### config.mk
export PLATFORM = sky130hd
export DESIGN_NAME = pipeline_stall_controller
export DESIGN_NICKNAME = d
export VERILOG_FILES = /design/src/rtl/pipeline_ctrl_pkg.sv /design/src/rtl/stall_wait_counter.sv /design/src/rtl/pipeline_stall_controller.sv
export SDC_FILE = /design/constraint.sdc
export NUM_CORES = 1
export LEC_CHECK = 0
export ABC_AREA = 1
export CAP_MARGIN = 30
export CORE_MARGIN = 8
export CORE_UTILIZATION = 36
export CTS_BUF_LIST = sky130_fd_sc_hd__clkbuf_4
export DETAILED_ROUTE_END_ITERATION = 16
export SLEW_MARGIN = 5
export SYNTH_ARGS = -nofsm -noshare
export SYNTH_HDL_FRONTEND = slang
export SYNTH_HIERARCHICAL = 1
export SYNTH_SLANG_ARGS = --single-unit
### constraint.sdc
create_clock -name clk -period 1.64 [get_ports clk]
set_clock_uncertainty 0.1 [all_clocks]
set_input_delay 0.492 -clock clk [delete_from_list [all_inputs] [get_ports clk]]
set_output_delay 0.492 -clock clk [all_outputs]
set_load 0.05 [all_outputs]
### src/rtl/pipeline_ctrl_pkg.sv
// Shared types and constants for the RV32I pipeline control slice: sequencer states,
// per-cycle event classes, packed stage-control bundles and opcodes used by hazard detection.
package pipeline_ctrl_pkg;

    typedef enum logic [1:0] {
        RUN      = 2'd0,
        MEM_WAIT = 2'd1,
        REDIRECT = 2'd2
    } stallStateT;

    // Highest-priority event of a cycle; drives both the stage controls and the perf counters
    typedef enum logic [2:0] {
        EV_RESET     = 3'd0,
        EV_FREEZE    = 3'd1,
        EV_REDIRECT  = 3'd2,
        EV_DISCARD   = 3'd3,
        EV_HAZARD    = 3'd4,
        EV_FETCHWAIT = 3'd5,
        EV_NORMAL    = 3'd6
    } stallEventT;

    typedef struct packed {
        logic pcWrite;
        logic ifIdWrite;
        logic idExWrite;
        logic exMemWrite;
        logic memWbWrite;
        logic ifIdFlush;
        logic idExFlush;
    } stageCtrlT;

    localparam stageCtrlT CTRL_RESET     = 7'b00000_11;
    localparam stageCtrlT CTRL_FREEZE    = 7'b00000_00;
    localparam stageCtrlT CTRL_REDIRECT  = 7'b11111_11;
    localparam stageCtrlT CTRL_DISCARD   = 7'b11111_10;
    localparam stageCtrlT CTRL_HAZARD    = 7'b01111_01;
    localparam stageCtrlT CTRL_FETCHWAIT = 7'b01111_10;
    localparam stageCtrlT CTRL_NORMAL    = 7'b11111_00;

    localparam logic [6:0] OPC_BRANCH = 7'b1100011;
    localparam logic [6:0] OPC_JALR   = 7'b1100111;
    localparam logic [6:0] OPC_JAL    = 7'b1101111;

    function automatic logic isControlTransfer(input logic [6:0] opcode);
        return (opcode == OPC_BRANCH) || (opcode == OPC_JALR) || (opcode == OPC_JAL);
    endfunction

endpackage

### src/rtl/stall_wait_counter.sv
// Counter with limit compare: saturating for the data-memory wait timer, wrapping for
// the performance counters (SATURATE=0).
module stall_wait_counter
    import pipeline_ctrl_pkg::*;
#(
    parameter int CNT_W       = 8,
    parameter int MEM_TIMEOUT = 64,
    parameter bit SATURATE    = 1'b1
) (
    input  logic             clk,
    input  logic             reset,
    input  logic             clear,
    input  logic             inc,
    output logic [CNT_W-1:0] count,
    output logic             atLimit
);

    localparam logic [CNT_W-1:0] COUNT_MAX = '1;
    localparam logic [CNT_W-1:0] LIMIT     = CNT_W'(MEM_TIMEOUT - 1);

    always_ff @(posedge clk) begin
        if (reset || clear) begin
            count <= '0;
        end else if (inc && !(SATURATE && (count == COUNT_MAX))) begin
            count <= count + CNT_W'(1);
        end
    end

    // Asserted in the cycle whose increment starts from the limit value
    assign atLimit = inc && (count >= LIMIT);

endmodule

### src/rtl/pipeline_stall_controller.sv
// Stall/flush sequencer for the 5-stage RV32I pipeline.
// Optional performance counters are built when STALL_PERF_CNT_EN is defined.
module pipeline_stall_controller
    import pipeline_ctrl_pkg::*;
#(
    parameter int MEM_TIMEOUT = 64,
    parameter int CNT_W       = 8
) (
    input  logic        clk,
    input  logic        reset,
    input  logic        ID_hazardStall,
    input  logic        EX_redirect,
    input  logic        IF_ready,
    input  logic        MEM_req,
    input  logic        MEM_ready,
    output logic        PCWrite,
    output logic        IF_IDWrite,
    output logic        ID_EXWrite,
    output logic        EX_MEMWrite,
    output logic        MEM_WBWrite,
    output logic        IF_IDFlush,
    output logic        ID_EXFlush,
    output logic        mem_timeout,
    output logic [1:0]  state_o
`ifdef STALL_PERF_CNT_EN
    ,
    output logic [31:0] perf_hazard,
    output logic [31:0] perf_redirect,
    output logic [31:0] perf_memwait,
    output logic [31:0] perf_fetchwait
`endif
);

    stallStateT       state;
    stallStateT       nextState;
    stallEventT       cycleEvent;
    stageCtrlT        ctrl;
    logic             freeze;
    logic             waitAtLimit;
    logic             memTimeoutReg;
    logic [CNT_W-1:0] unusedWaitCnt;

    assign freeze = MEM_req && !MEM_ready;

    always_ff @(posedge clk) begin
        if (reset) begin
            state <= RUN;
        end else begin
            state <= nextState;
        end
    end

    // A redirect while frozen is ignored: EX holds, so the request is seen again on release
    always_comb begin
        cycleEvent = EV_NORMAL;
        nextState  = RUN;
        if (reset) begin
            cycleEvent = EV_RESET;
        end else if (freeze) begin
            cycleEvent = EV_FREEZE;
            nextState  = MEM_WAIT;
        end else if (EX_redirect) begin
            cycleEvent = EV_REDIRECT;
            nextState  = REDIRECT;
        end else if (state == REDIRECT) begin
            cycleEvent = EV_DISCARD;
        end else if (ID_hazardStall) begin
            cycleEvent = EV_HAZARD;
        end else if (!IF_ready) begin
            cycleEvent = EV_FETCHWAIT;
        end
    end

    always_comb begin
        ctrl = CTRL_NORMAL;
        case (cycleEvent)
            EV_RESET:     ctrl = CTRL_RESET;
            EV_FREEZE:    ctrl = CTRL_FREEZE;
            EV_REDIRECT:  ctrl = CTRL_REDIRECT;
            EV_DISCARD:   ctrl = CTRL_DISCARD;
            EV_HAZARD:    ctrl = CTRL_HAZARD;
            EV_FETCHWAIT: ctrl = CTRL_FETCHWAIT;
            EV_NORMAL:    ctrl = CTRL_NORMAL;
            default:      ctrl = CTRL_NORMAL;
        endcase
    end

    assign PCWrite     = ctrl.pcWrite;
    assign IF_IDWrite  = ctrl.ifIdWrite;
    assign ID_EXWrite  = ctrl.idExWrite;
    assign EX_MEMWrite = ctrl.exMemWrite;
    assign MEM_WBWrite = ctrl.memWbWrite;
    assign IF_IDFlush  = ctrl.ifIdFlush;
    assign ID_EXFlush  = ctrl.idExFlush;
    assign state_o     = state;

    stall_wait_counter #(
        .CNT_W       (CNT_W),
        .MEM_TIMEOUT (MEM_TIMEOUT),
        .SATURATE    (1'b1)
    ) waitCounter (
        .clk     (clk),
        .reset   (reset),
        .clear   (!freeze),
        .inc     (freeze),
        .count   (unusedWaitCnt),
        .atLimit (waitAtLimit)
    );

    // Sticky until reset; the pipeline itself keeps waiting on the memory
    always_ff @(posedge clk) begin
        if (reset) begin
            memTimeoutReg <= 1'b0;
        end else if (waitAtLimit) begin
            memTimeoutReg <= 1'b1;
        end
    end

    assign mem_timeout = memTimeoutReg && !reset;

`ifdef STALL_PERF_CNT_EN
    logic [3:0]  unusedPerfLimit;
    logic [3:0]  perfInc;
    logic [31:0] perfCount [4];

    assign perfInc = {cycleEvent == EV_FETCHWAIT, cycleEvent == EV_FREEZE,
                      cycleEvent == EV_REDIRECT,  cycleEvent == EV_HAZARD};

    for (genvar i = 0; i < 4; i++) begin : gPerf
        stall_wait_counter #(
            .CNT_W       (32),
            .MEM_TIMEOUT (2),
            .SATURATE    (1'b0)
        ) perfCounter (
            .clk     (clk),
            .reset   (reset),
            .clear   (1'b0),
            .inc     (perfInc[i]),
            .count   (perfCount[i]),
            .atLimit (unusedPerfLimit[i])
        );
    end

    assign perf_hazard    = perfCount[0];
    assign perf_redirect  = perfCount[1];
    assign perf_memwait   = perfCount[2];
    assign perf_fetchwait = perfCount[3];
`endif

endmodule

# ---- After elaboration in Yosys (flattened, before gate mapping)
# Cells that the tools add are included.
dict set report word_totals {
  regBits 11
  latch_bits 0
  ram_bits 0
  mem_bits_ro 0
  input_bits 7
  output_inout_bits 10
  mem_count 0
}
dict set report op_classes {
  add_sub_neg 1
  multipliers 0
  div_mod_pow 0
  n_lt_le_gt_ge 1
  eq_ne 7
  shift 0
  muxes 9
  bitwise_logic 0
  reduce_logical 11
}
# op n
set ops {}
lappend ops {{case mux 7 bit (6 select lines)} 1}
lappend ops {{two-way mux 3 bit} 4}
lappend ops {{adder 8 x 1 -> 8 bit (second input constant)} 1}
lappend ops {{equality test 8 bit (second input constant)} 1}
lappend ops {{greater-or-equal comparator 8 x 6 -> 1 bit (second input constant)} 1}
lappend ops {{equality test 3 x 2 -> 1 bit (second input constant)} 2}
lappend ops {{equality test 3 bit (second input constant)} 2}
lappend ops {{two-way mux 2 bit} 3}
lappend ops {{logical AND 1 bit} 4}
lappend ops {{zero test 1 bit} 4}
lappend ops {{equality test 3 x 1 -> 1 bit (second input constant)} 1}
lappend ops {{zero test 3 bit} 1}
lappend ops {{equality test 2 bit (second input constant)} 1}
lappend ops {{OR reduction 2 bit} 1}
lappend ops {{logical OR 1 bit} 1}
lappend ops {{two-way mux 1 bit} 1}

# ---- Depth between registers and ports, before layout
dict set report logic_depth {
  word_depth 8
  ltp_mapped 10
  mapped_depth_nobuf 9
}

# ---- Modules after synthesis
# The synthesis kept the hierarchy.
# mod n_inst cells_each area_per_inst_um2 seq_area_each_um2
set modules_own_cells {}
lappend modules_own_cells {stall_wait_counter 1 75 469.2 160.2}
lappend modules_own_cells {pipeline_stall_controller 1 35 222.7 60.1}

# ---- Worst setup path before layout
# OpenSTA, ideal clock, no wires.
dict set report synth_timing {
  path_kind {register to output}
  from {reg state[1] (netlist: state_o[1])}
  to {out PCWrite}
  arrival_time_ps 2012
  t_required_ps 1048
  setup_slack_ps -964
  stages_incl_launch_ff 3
  path_cell_list {dfxtp_1 -> a21oi_2 -> a211oi_1}
}
dict set report synth_between {
  elab_chain_cells 7
  elab_cells_between_ends 12
  classes_between {eq/ne: 6; mux: 5; reduce/logical: 1}
}
# element line_no
set synth_rtl {}
lappend synth_rtl {{from (decl)} pipeline_stall_controller.sv:34} ;# stallStateT state;
lappend synth_rtl {{from (signal assigned)} pipeline_stall_controller.sv:49} ;# state <= nextState;
lappend synth_rtl {{equality test 2 bit *} pipeline_stall_controller.sv:65} ;# end else if (state == REDIRECT) begin
lappend synth_rtl {{two-way mux 3 bit *} pipeline_stall_controller.sv:65}
lappend synth_rtl {{two-way mux 3 bit *} pipeline_stall_controller.sv:62} ;# end else if (EX_redirect) begin
lappend synth_rtl {{two-way mux 3 bit *} pipeline_stall_controller.sv:59} ;# end else if (freeze) begin
lappend synth_rtl {{two-way mux 3 bit *} pipeline_stall_controller.sv:57} ;# if (reset) begin
lappend synth_rtl {{equality test 3 bit (tied with other cells)} pipeline_stall_controller.sv:76} ;# case (cycleEvent)
lappend synth_rtl {{case mux 7 bit (6 select lines) *} pipeline_stall_controller.sv:76}
lappend synth_rtl {{to (decl)} pipeline_stall_controller.sv:16} ;# output logic PCWrite,
# Every way passes the cells marked *; elsewhere a longest branch is shown, timed or not.

# ---- Worst setup path in the final report
dict set report layout_timing {
  from {reg state[0] (netlist: state_o[0])}
  to {out ID_EXFlush}
}
dict set report layout_between {
  elab_chain_cells 7
  elab_cells_between_ends 12
  classes_between {eq/ne: 6; mux: 5; reduce/logical: 1}
}
# element line_no
set layout_rtl {}
lappend layout_rtl {{equality test 2 bit *} pipeline_stall_controller.sv:65}
lappend layout_rtl {{two-way mux 3 bit *} pipeline_stall_controller.sv:65}
lappend layout_rtl {{two-way mux 3 bit *} pipeline_stall_controller.sv:62}
lappend layout_rtl {{two-way mux 3 bit *} pipeline_stall_controller.sv:59}
lappend layout_rtl {{two-way mux 3 bit *} pipeline_stall_controller.sv:57}
lappend layout_rtl {{equality test 3 bit (tied with other cells)} pipeline_stall_controller.sv:76}
lappend layout_rtl {{case mux 7 bit (6 select lines) *} pipeline_stall_controller.sv:76}
lappend layout_rtl {{to (decl)} pipeline_stall_controller.sv:22} ;# output logic ID_EXFlush,
# Marks and branches as above.

==> results.md <==
- CTS root buf: sky130_fd_sc_hd__clkbuf_4
- Final-layout setup total negative slack: -1.05 ns
- #FFs+latches synth: 11
- Final Instance Area: roughly 1200 sq um
- Yosys warns: 6
- Placement-stage worst setup slack: -0.727 ns
- Worst reg2reg setup slack: 0.17 ns
- Leakage dissipation: 0.468 nW
- Met1 usage: 0.130
- Final critical-path setup slack: -0.240 ns
- Main synth FF type: sky130_fd_sc_hd__dfxtp_1
- Startpoint types: flip-flop
- Placed cells: approximately 160
- Core ar.: 1880 sq um
- Worst Reg2Reg Path Length in Cells: 8
- Placer congestion estimate: 0.807
- Maximum count of clock buffers along a single path: 2
- CTS tree: yes
- Starting utilization of the core area: 0.368
- Top-area cell type share of the netlist area: 0.318
- Post-route non-filler standard cell count: 161
- Clock latency of the later-clocked register in the worst-skew pair: 0.27 ns
- Horizontal die dimension: 59.8 um
- Number of nets at the end of the flow: 143
- Router iterations before antenna repair: 4
- Cell internal power dissipation: approximately 0.49 mW
- Transition time of the tightest slew-check pin: ~0.37 ns
- Share of cells above drive strength 1: 0.358
- # IOs: 17
- Kind of critical path: flip-flop to output pin
- Antenna diodes: 0
- Violation count after the first detailed-routing iteration: 14
- Count of nets left with antenna violations after detail routing: 0
- Area growth from synthesis to layout: 67.8%
- Net Switching: between 0.2 and 0.25 mW
- Peak VDD IR: 0.344 mV
- Number of CTS-inserted buffers: 3
- Classification of the worst-slack hold path: input pin to flip-flop
- Number of sinks handled by clock tree synthesis: 11
- Fraction of synthesis flops using an asynchronous set or reset pin: 0
- Die Ht: 59.8 um
- Seq/Total Area, Yosys: 0.318
- GRT met2 Usage: 0.174
- Vias per cell: around 4.5
- Port Buf Inserts: 16
- Highest attainable clock frequency: around 530 MHz
- Clock-pin transition on the worst setup and hold timing paths: approximately 0.070 ns
- Worst R2R Start: waitCounter/count[0]
- Sequential group share of total power: 0.386
- MaxCap Viol Count: 0
- Worst Setup EP: ID_EXFlush
- Proportion of power drawn by combinational gates: 0.326
- Main area contributors after synthesis: sky130_fd_sc_hd__dfxtp_1, sky130_fd_sc_hd__nor2_1, sky130_fd_sc_hd__nand2_1
- Area after detailed placement: 1090 sq um
- Min Tclk post-route: 1.88 ns
- Number of H-tree levels: 1
- Total GRT Usage: 0.109
- Sum of routed wire length over all layers: around 1700 um
- Global-route wire length before repair: 3000 um
- Synth Area in Simple Gates: 0.410
- Cts hold-fix bufs: 0
- Hold Violations, Final: 0
- Share of cell area taken by muxes after synthesis: 0
- DRC Markers: 0
- Largest fanout of any net on the critical path: 2
- Compound-cell area share of the yosys netlist: 0.0995
- Xor and xnor fraction of the mapped netlist area: 0
- Number of distinct library cells after synthesis: 23
- Largest net degree at the start of global routing: 13
- Number of synthesized flops with an enable pin: 0
- Overall via count from detail_route: 730
- Setup repair after global routing missed its margin: yes
- Failing checks: negative setup slack
- Worst slew margin relative to its limit: 0.750
- Portion of the clock cycle consumed by the worst path in the final layout: 1.15
- Via count of the first global-routing pass: 685
- Number of max-slew violations in the final report: 0
- Overflow left after global routing: 0
- DPL Wire Length: roughly 1300 um
- Most area-hungry cell type in the Yosys netlist: sky130_fd_sc_hd__dfxtp_1
- Top cells by count, synth: sky130_fd_sc_hd__nor2_1, sky130_fd_sc_hd__nand2_1, sky130_fd_sc_hd__inv_1
- Synthesized instance count: between 100 and 150
- Critical path required time: ~1.1 ns
- DIE AREA: 3580 sq um
- Routed wire per std cell: 10.4 um
- Library cell with the highest instance count after synthesis: sky130_fd_sc_hd__nor2_1
- RR Endpoint: waitCounter/count[3]
- Largest family of logic cells by synthesized area: simple AND/OR/NAND/NOR gates
- Adder-cell area share of the yosys netlist: 0.0181
- Antenna violations before repair: 0
- Setup crit end kind: output pin
- Top Usage Layer GRT: met2
- Critical path arrival: 1.29 ns
- Syn avg cell area: 6.29 sq um
- Result of the run: complete, but fails checks
- Final-report setup violation count: 7
- Startpoint of the most critical setup path: state_o[0]
- Net switching fraction of the power: 0.310
- Standard-cell rows: 16
- Post-synth net total: 118
- Cell area after technology mapping: 692 sq um
- Clock network power share: 0.288
- Power density over the cells: ~600 nW/um^2
- M3 GR Usage: 0.0301
==> kinds of logic (layout without fill, tap and decap cells) <==
group | after synthesis | after routing
and+or+nand+nor | 64 | 64
buffers and inverters | 23 | 47
AOI/OAI and AO/OA | 11 | 11
DFF | 11 | 11
adders and majority gates | 1 | 1
==> final cells by class <==
cell class | count | area [sq um]
inverter | 18 | 90.1
clock buffer | 4 | 30.0
sequential | 11 | 228
timing repair buffer | 25 | 338
multi-input combinational | 76 | 442
fill | 183 | 721
tap | 27 | 33.8
==> power groups by stage <==
stage / clock network (mW) / logic [mW] / registers (mW)
CTS: 0.214 / 0.232 / 0.273
global route: 0.227 / 0.243 / 0.273
floorplan: 0 / 0.112 / 0.287
detailed placement: 0 / 0.222 / 0.279
global placement: 0 / 0.221 / 0.279
finish: 0.204 / 0.230 / 0.273
==> worst min path at each step <==
stage                              from             to  slack (ns)  depth (start not counted)
after floorplan           memTimeoutReg  memTimeoutReg        0.34                          2
after global placement    memTimeoutReg  memTimeoutReg        0.36                          2
after detailed placement  memTimeoutReg  memTimeoutReg        0.37                          2
after CTS                         reset     state_o[0]        0.28                          2
after global routing              reset     state_o[0]        0.28                          2
final                             reset     state_o[0]        0.29                          2
==> routing by layer <==
layer | wire length, um | share of wire
met3 | 50 | 0.030
met4 | 19 | 0.011
met5 | 0 | 0
met2 | 838 | 0.50
met1 | 770 | 0.46
==> placed cells by master, fill, tap and decap left out, drive strengths merged <==
cell type	count
a211oi	1
a21oi	7
a31oi	1
buf	25
clkbuf	4
dfxtp	11
ha	1
inv	18
nand2	25
nand3	10
nand3b	1
nand4	1
nor2	25
nor3	1
o21ai	1
o21bai	1
or2	1
==> flip-flops by register name (all words and copies together), names as in the netlist <==
| signal | cells |
|---|---|
| state_o | 2 |
| waitCounter/count | 8 |
| memTimeoutReg | 1 |
==> critical path, stage by stage (launching register included) <==
cell and delay, ns:
sky130_fd_sc_hd__dfxtp_4 0.36, sky130_fd_sc_hd__inv_4 0.06, sky130_fd_sc_hd__buf_4 0.11, sky130_fd_sc_hd__nand2_4 0.04, sky130_fd_sc_hd__a21oi_4 0.15, sky130_fd_sc_hd__buf_4 0.14, sky130_fd_sc_hd__nor2_4 0.03, sky130_fd_sc_hd__buf_12 0.14
==> per-stage QoR <==
stage	power, mW	util	hold WS, ns
after global placement	0.501	0.577	0.355
after detailed placement	0.502	0.577	0.371
after floorplan	0.398	-	0.340
after CTS	0.719	0.614	0.278
after global routing	0.743	0.617	0.280
final	0.707	0.617	0.289
==> repair_timing <==
item                       CTS  global route
setup endpoints to repair   15             9
pin swaps                    7             2
resized for setup           39             2
setup buffers                2             0
Note: power is estimated with default switching activity, not from simulation.
